==> src/rtl/operand_memory.sv <==
// Capture-and-hold operand bank: grabs one 4x4 image tile and one 3x3 kernel on the
// first edge after reset release, then freezes them and holds done_memory high.
module operand_memory (
  input  logic       clk,
  input  logic       rst,
  input  logic [7:0] in_1,
  input  logic [7:0] in_2,
  input  logic [7:0] in_3,
  input  logic [7:0] in_4,
  input  logic [7:0] in_5,
  input  logic [7:0] in_6,
  input  logic [7:0] in_7,
  input  logic [7:0] in_8,
  input  logic [7:0] in_9,
  input  logic [7:0] in_10,
  input  logic [7:0] in_11,
  input  logic [7:0] in_12,
  input  logic [7:0] in_13,
  input  logic [7:0] in_14,
  input  logic [7:0] in_15,
  input  logic [7:0] in_16,
  input  logic [7:0] f_1,
  input  logic [7:0] f_2,
  input  logic [7:0] f_3,
  input  logic [7:0] f_4,
  input  logic [7:0] f_5,
  input  logic [7:0] f_6,
  input  logic [7:0] f_7,
  input  logic [7:0] f_8,
  input  logic [7:0] f_9,
  output logic [7:0] out_in_1,
  output logic [7:0] out_in_2,
  output logic [7:0] out_in_3,
  output logic [7:0] out_in_4,
  output logic [7:0] out_in_5,
  output logic [7:0] out_in_6,
  output logic [7:0] out_in_7,
  output logic [7:0] out_in_8,
  output logic [7:0] out_in_9,
  output logic [7:0] out_in_10,
  output logic [7:0] out_in_11,
  output logic [7:0] out_in_12,
  output logic [7:0] out_in_13,
  output logic [7:0] out_in_14,
  output logic [7:0] out_in_15,
  output logic [7:0] out_in_16,
  output logic [7:0] out_f_1,
  output logic [7:0] out_f_2,
  output logic [7:0] out_f_3,
  output logic [7:0] out_f_4,
  output logic [7:0] out_f_5,
  output logic [7:0] out_f_6,
  output logic [7:0] out_f_7,
  output logic [7:0] out_f_8,
  output logic [7:0] out_f_9,
  output logic       done_memory,
  output logic       fsm_state
);

  typedef enum logic {IDLE = 1'b0, HOLD = 1'b1} state_t;

  state_t     state_q, state_d;
  logic       capture;
  logic [7:0] img_d [16];
  logic [7:0] img_q [16];
  logic [7:0] flt_d [9];
  logic [7:0] flt_q [9];

  assign img_d[0]  = in_1;
  assign img_d[1]  = in_2;
  assign img_d[2]  = in_3;
  assign img_d[3]  = in_4;
  assign img_d[4]  = in_5;
  assign img_d[5]  = in_6;
  assign img_d[6]  = in_7;
  assign img_d[7]  = in_8;
  assign img_d[8]  = in_9;
  assign img_d[9]  = in_10;
  assign img_d[10] = in_11;
  assign img_d[11] = in_12;
  assign img_d[12] = in_13;
  assign img_d[13] = in_14;
  assign img_d[14] = in_15;
  assign img_d[15] = in_16;
  assign flt_d[0]  = f_1;
  assign flt_d[1]  = f_2;
  assign flt_d[2]  = f_3;
  assign flt_d[3]  = f_4;
  assign flt_d[4]  = f_5;
  assign flt_d[5]  = f_6;
  assign flt_d[6]  = f_7;
  assign flt_d[7]  = f_8;
  assign flt_d[8]  = f_9;

  always_ff @(posedge clk or negedge rst) begin
    if (!rst) state_q <= IDLE;
    else      state_q <= state_d;
  end

  // IDLE lasts exactly one edge after release: that edge captures, then HOLD is terminal.
  always_comb begin
    state_d = state_q;
    capture = 1'b0;
    case (state_q)
      IDLE: begin
        capture = 1'b1;
        state_d = HOLD;
      end
      HOLD:    state_d = HOLD;
      default: state_d = IDLE;
    endcase
  end

  always_ff @(posedge clk or negedge rst) begin
    if (!rst) begin
      for (int i = 0; i < 16; i++) img_q[i] <= 8'h00;
      for (int i = 0; i < 9; i++)  flt_q[i] <= 8'h00;
    end else if (capture) begin
      for (int i = 0; i < 16; i++) img_q[i] <= img_d[i];
      for (int i = 0; i < 9; i++)  flt_q[i] <= flt_d[i];
    end
  end

  // done_memory is a level taken straight from the state flop; it only drops on reset.
  assign done_memory = (state_q == HOLD);
  assign fsm_state   = state_q;

  assign out_in_1  = img_q[0];
  assign out_in_2  = img_q[1];
  assign out_in_3  = img_q[2];
  assign out_in_4  = img_q[3];
  assign out_in_5  = img_q[4];
  assign out_in_6  = img_q[5];
  assign out_in_7  = img_q[6];
  assign out_in_8  = img_q[7];
  assign out_in_9  = img_q[8];
  assign out_in_10 = img_q[9];
  assign out_in_11 = img_q[10];
  assign out_in_12 = img_q[11];
  assign out_in_13 = img_q[12];
  assign out_in_14 = img_q[13];
  assign out_in_15 = img_q[14];
  assign out_in_16 = img_q[15];
  assign out_f_1   = flt_q[0];
  assign out_f_2   = flt_q[1];
  assign out_f_3   = flt_q[2];
  assign out_f_4   = flt_q[3];
  assign out_f_5   = flt_q[4];
  assign out_f_6   = flt_q[5];
  assign out_f_7   = flt_q[6];
  assign out_f_8   = flt_q[7];
  assign out_f_9   = flt_q[8];

endmodule

==> config.mk <==
export PLATFORM = sky130hd
export DESIGN_NAME = operand_memory
export DESIGN_NICKNAME = d
export VERILOG_FILES = /design/src/rtl/operand_memory.sv
export SDC_FILE = /design/constraint.sdc
export NUM_CORES = 1
export LEC_CHECK = 0
export ABC_AREA = 1
export BUFFER_PORTS_ARGS = -buffer_cell sky130_fd_sc_hd__buf_2
export CORE_AREA = 2 2 157 159
export CTS_BUF_LIST = sky130_fd_sc_hd__clkbuf_2 sky130_fd_sc_hd__clkbuf_4 sky130_fd_sc_hd__clkbuf_8
export DETAILED_ROUTE_END_ITERATION = 8
export DIE_AREA = 0 0 159 161
export PLACE_DENSITY = 0.63
export SLEW_MARGIN = 20
export SYNTH_ARGS = -nofsm -noshare
export SYNTH_HDL_FRONTEND = slang
export SYNTH_SLANG_ARGS = --single-unit
==> constraint.sdc <==
create_clock -name clk -period 1.2 [get_ports clk]
set_input_delay 0 -clock clk [delete_from_list [all_inputs] [get_ports clk]]
set_output_delay 0 -clock clk [all_outputs]
set_load 0.03 [all_outputs]
# After elaboration in Yosys (flattened, before gate mapping)
# Index checks and enable logic that the tools add are counted.
[word_totals]
elab_cells = 26
output_inout_bits = 202
in_bits = 202
reg_bits = 201

# Depth between registers and ports, before layout
[logic_depth]
depth_word = 0
depth_mapped = 5
depth_no_buf = 3

# Worst setup path after synthesis
# No wires, ideal clock.
[synth_path]
path_type = "reg2reg"
start = "reg state_q (netlist: done_memory)"
end = "reg flt_q (netlist bit out_f_1[0])"
synth_period_minus_slack_ns = 1.166
n_path_buf = 2
arrival_ns = 1.049
stages_incl_launch_ff = 6
setup_ns = 0.117
slack_ns = 0.034
required_ns = 1.083
cell_sequence = "dfrtp_1 > inv_2 > buf_6 > buf_8 > nand2_1 > nand2_1"
[synth_lines]
columns = ["item", "line", "text"]
rows = [
  ["start, declared", "62", "state_t state_q, state_d;"],
  ["start signal, assigned", "97", "else state_q <= state_d;"],
  ["end, declared", "67", "logic [7:0] flt_q [9];"],
]

# Worst setup path after layout
[layout_path]
start = "reg state_q (netlist: done_memory)"
end = "out done_memory"
[layout_lines]
columns = ["item", "line", "text"]
rows = [
  ["end, declared", "56", "output logic done_memory,"],
]
# No word-level cell between the ends.

==> flow_summary.json <==
{
  "grt_pass1_vias": 8388,
  "path_max_fanout": 4,
  "start_util_pct": 32.5,
  "required_ps": 1200,
  "setup-tns-final_ps": -5910,
  "grt_max_degree": 75,
  "dr.pass1.iters": 5,
  "fp.dieH_um": 161,
  "setup_violations": 131,
  "setup_ws_ps": -173,
  "final_nets": 1687,
  "slew_viol_final": 0,
  "gp_congestion": 0.825,
  "grt.overflow.total": 0,
  "syn-num-nets": 1050,
  "syn-mean-instance-area_sq_um": 9.19,
  "finClkSkew_ps": 20.9,
  "crit_start": "done_memory$_DFF_PN0_",
  "drc_errors": 0,
  "track_usage_pct": 21.1,
  "cts_tree": "built",
  "cp-start-kind": "flop",
  "antenna_cells": 0,
  "die_area_sq_um": 25600,
  "drtIter0Drc": 697,
  "insertion_delay_ps": 510,
  "reg2reg_to": "out_in_1[0]$_DFFE_PN0N_",
  "power_frac_seq_pct": 41.0,
  "arrival_ps": 1370,
  "final-seq-area_sq_um": 5030,
  "layout-drive-gt1-share_pct": 33.6,
  "antenna_found_initial": 0,
  "io_buffer_count": 403,
  "netlist_instances": 848,
  "hold_viol": 0,
  "wl_per_cell_um": 16.0,
  "max_freq_mhz": 729,
  "switching_share_pct": 30.0,
  "maxCapViolCount": 0,
  "wl_mm": 29.3,
  "ir_worst_vdd_mv": 0.768,
  "vias": 8168,
  "p_leak_nw": 7.46,
  "dp_hpwl_mm": 16.1,
  "multi_input_area_sq_um": 2260,
  "r2r_setup_slack_ps": -130,
  "p_per_area_nw_per_um2": 1420,
  "seq_area_frac_synth_pct": 64.5,
  "crit_type": "reg2out",
  "clkSinkCount": 201,
  "period_share_pct": 114,
  "rows": 57,
  "coreArea_sq_um": 24000,
  "netlist_area_sq_um": 7790,
  "clock_path_buffers": 3,
  "synth.distinct_cells": 8,
  "rsz0062_at_grt": "true",
  "violations": "setup timing",
  "status": "complete, but fails checks",
  "worst_hold_slack_ps": 228,
  "synth.ff_latch_count": 201,
  "vias_per_cell": 4.46,
  "finalCriticalPeriod_ps": 1370,
  "yosys_warnings": 0,
  "cts_inserted_buffers": 36,
  "htree_levels": 2,
  "worstRegToRegCells": 6,
  "cts_root_buffer": "clkbuf_8",
  "crit_end": "done_memory",
  "power_mw": 18.9,
  "timing.rr.start": "done_memory$_DFF_PN0_",
  "fillers": 1996,
  "path_clk_slew_ps": 60,
  "fp.dieW_um": 159,
  "syn2layout_area_growth_pct": 70.3,
  "ant_nets": 0,
  "combPwrFrac_pct": 22.1,
  "grt_first_pass_wirelength_mm": 43.6,
  "io_pins": 404,
  "hold_class": "in2reg",
  "p_int_mw": 13.2,
  "switching_power_mw": 5.67,
  "pwr-share-clk_pct": 36.9,
  "end_kind": "output port"
}
==> cell usage after synthesis <==
| library cell | number | area share (%) |
|---|---|---|
| conb_1 | 1 | 0.048 |
| buf_6 | 4 | 0.58 |
| nand2_1 | 600 | 29 |
| inv_2 | 1 | 0.048 |
| buf_8 | 20 | 3.9 |
| clkbuf_4 | 2 | 0.19 |
| dfrtp_1 | 201 | 65 |
| buf_4 | 19 | 1.8 |
==> per-stage QoR <==
stage / utilization (%) / area, sq um / worst slack (ps) / instances
CTS: 54.3 / 13000 / -223 / 1822
global placement: 41.9 / 10000 / 69.8 / 1550
floorplan: - / 7790 / 34.1 / 848
global route: 55.4 / 13300 / -241 / 1832
detailed placement: 41.9 / 10000 / 45.4 / 1550
finish: 55.4 / 13300 / -173 / 1832
==> layout by cell type, fill, tap and decap left out <==
| cell type | Yosys | routed |
|---|---|---|
| buf_12 | 0 | 8 |
| buf_16 | 0 | 7 |
| buf_2 | 0 | 400 |
| buf_4 | 19 | 9 |
| buf_6 | 4 | 6 |
| buf_8 | 20 | 3 |
| bufbuf_16 | 0 | 1 |
| bufinv_16 | 0 | 2 |
| clkbuf_16 | 0 | 6 |
| clkbuf_4 | 2 | 13 |
| clkbuf_8 | 0 | 47 |
| clkinv_8 | 0 | 1 |
| conb_1 | 1 | 1 |
| dfrtp_1 | 201 | 200 |
| dfrtp_4 | 0 | 1 |
| dlygate4sd3_1 | 0 | 202 |
| inv_8 | 0 | 1 |
| nand2_1 | 600 | 599 |
| nand2_2 | 0 | 1 |
==> what timing repair did <==
item / in CTS / in global routing
setup endpoints to repair: 2 / 218
buffers inserted: 6 / 1
gates cloned: 3 / 10
hold buffers: 202 / 1
resized for setup: 12 / 17
hold endpoints to repair: 401 / 16
==> power groups by stage <==
stage / Clock, mW / Sequential (mW) / Combinational [mW]
after floorplan: 0 / 9.05 / 0.825
after global placement: 0 / 7.83 / 3.37
after detailed placement: 0 / 7.82 / 3.40
after CTS: 7.18 / 7.72 / 4.01
after global routing: 7.54 / 7.81 / 4.46
final: 6.96 / 7.74 / 4.18
==> worst max-delay path: stages (launching register included) <==
cell and delay [ps]:
dfrtp_4 480, buf_12 140, buf_16 130, buf_8 130
==> worst min-delay path by stage <==
| stage | startpoint | endpoint | slack, ps | depth (start not counted) |
|---|---|---|---|---|
| 6_report | in_6[5] | out_in_6[5]$_DFFE_PN0N_ | 230 | 4 |
| 5_1_grt | in_14[1] | out_in_14[1]$_DFFE_PN0N_ | 210 | 4 |
| 4_1_cts | rst | out_f_3[7]$_DFFE_PN0N_ | 60 | 3 |
| 3_5_place_dp | rst | out_f_2[6]$_DFFE_PN0N_ | -100 | 1 |
| 3_3_place_gp | rst | out_f_2[6]$_DFFE_PN0N_ | -100 | 1 |
| 2_1_floorplan | rst | done_memory$_DFF_PN0_ | -300 | 0 |
==> cells by family after synthesis <==
logic type             Yosys count  share of synthesized area [%]
DFF                            201                           64.5
other                            1                         0.0481
and+or+nand+nor                600                           28.9
buffers and inverters           46                           6.50
==> per-layer routing <==
layer	vias up	track usage (%)	wire, um
li1	3824	-	-
met1	3792	25.3	11600
met2	454	36.2	14200
met3	98	5.47	2240
met4	0	8.84	1310
met5	-	0	0
==> final cells by class <==
| cell class | count | share of cell area [%] |
|---|---|---|
| Tap cell | 324 | 3.06 |
| Multi-Input combinational cell | 601 | 17.0 |
| Inverter | 1 | 0.123 |
| Timing Repair inverter | 1 | 0.0849 |
| Sequential cell | 201 | 37.9 |
| Timing Repair Buffer | 643 | 35.8 |
| Clock buffer | 59 | 5.51 |
| Clock inverter | 2 | 0.453 |
No activity file was read; power rests on OpenSTA's default activity.
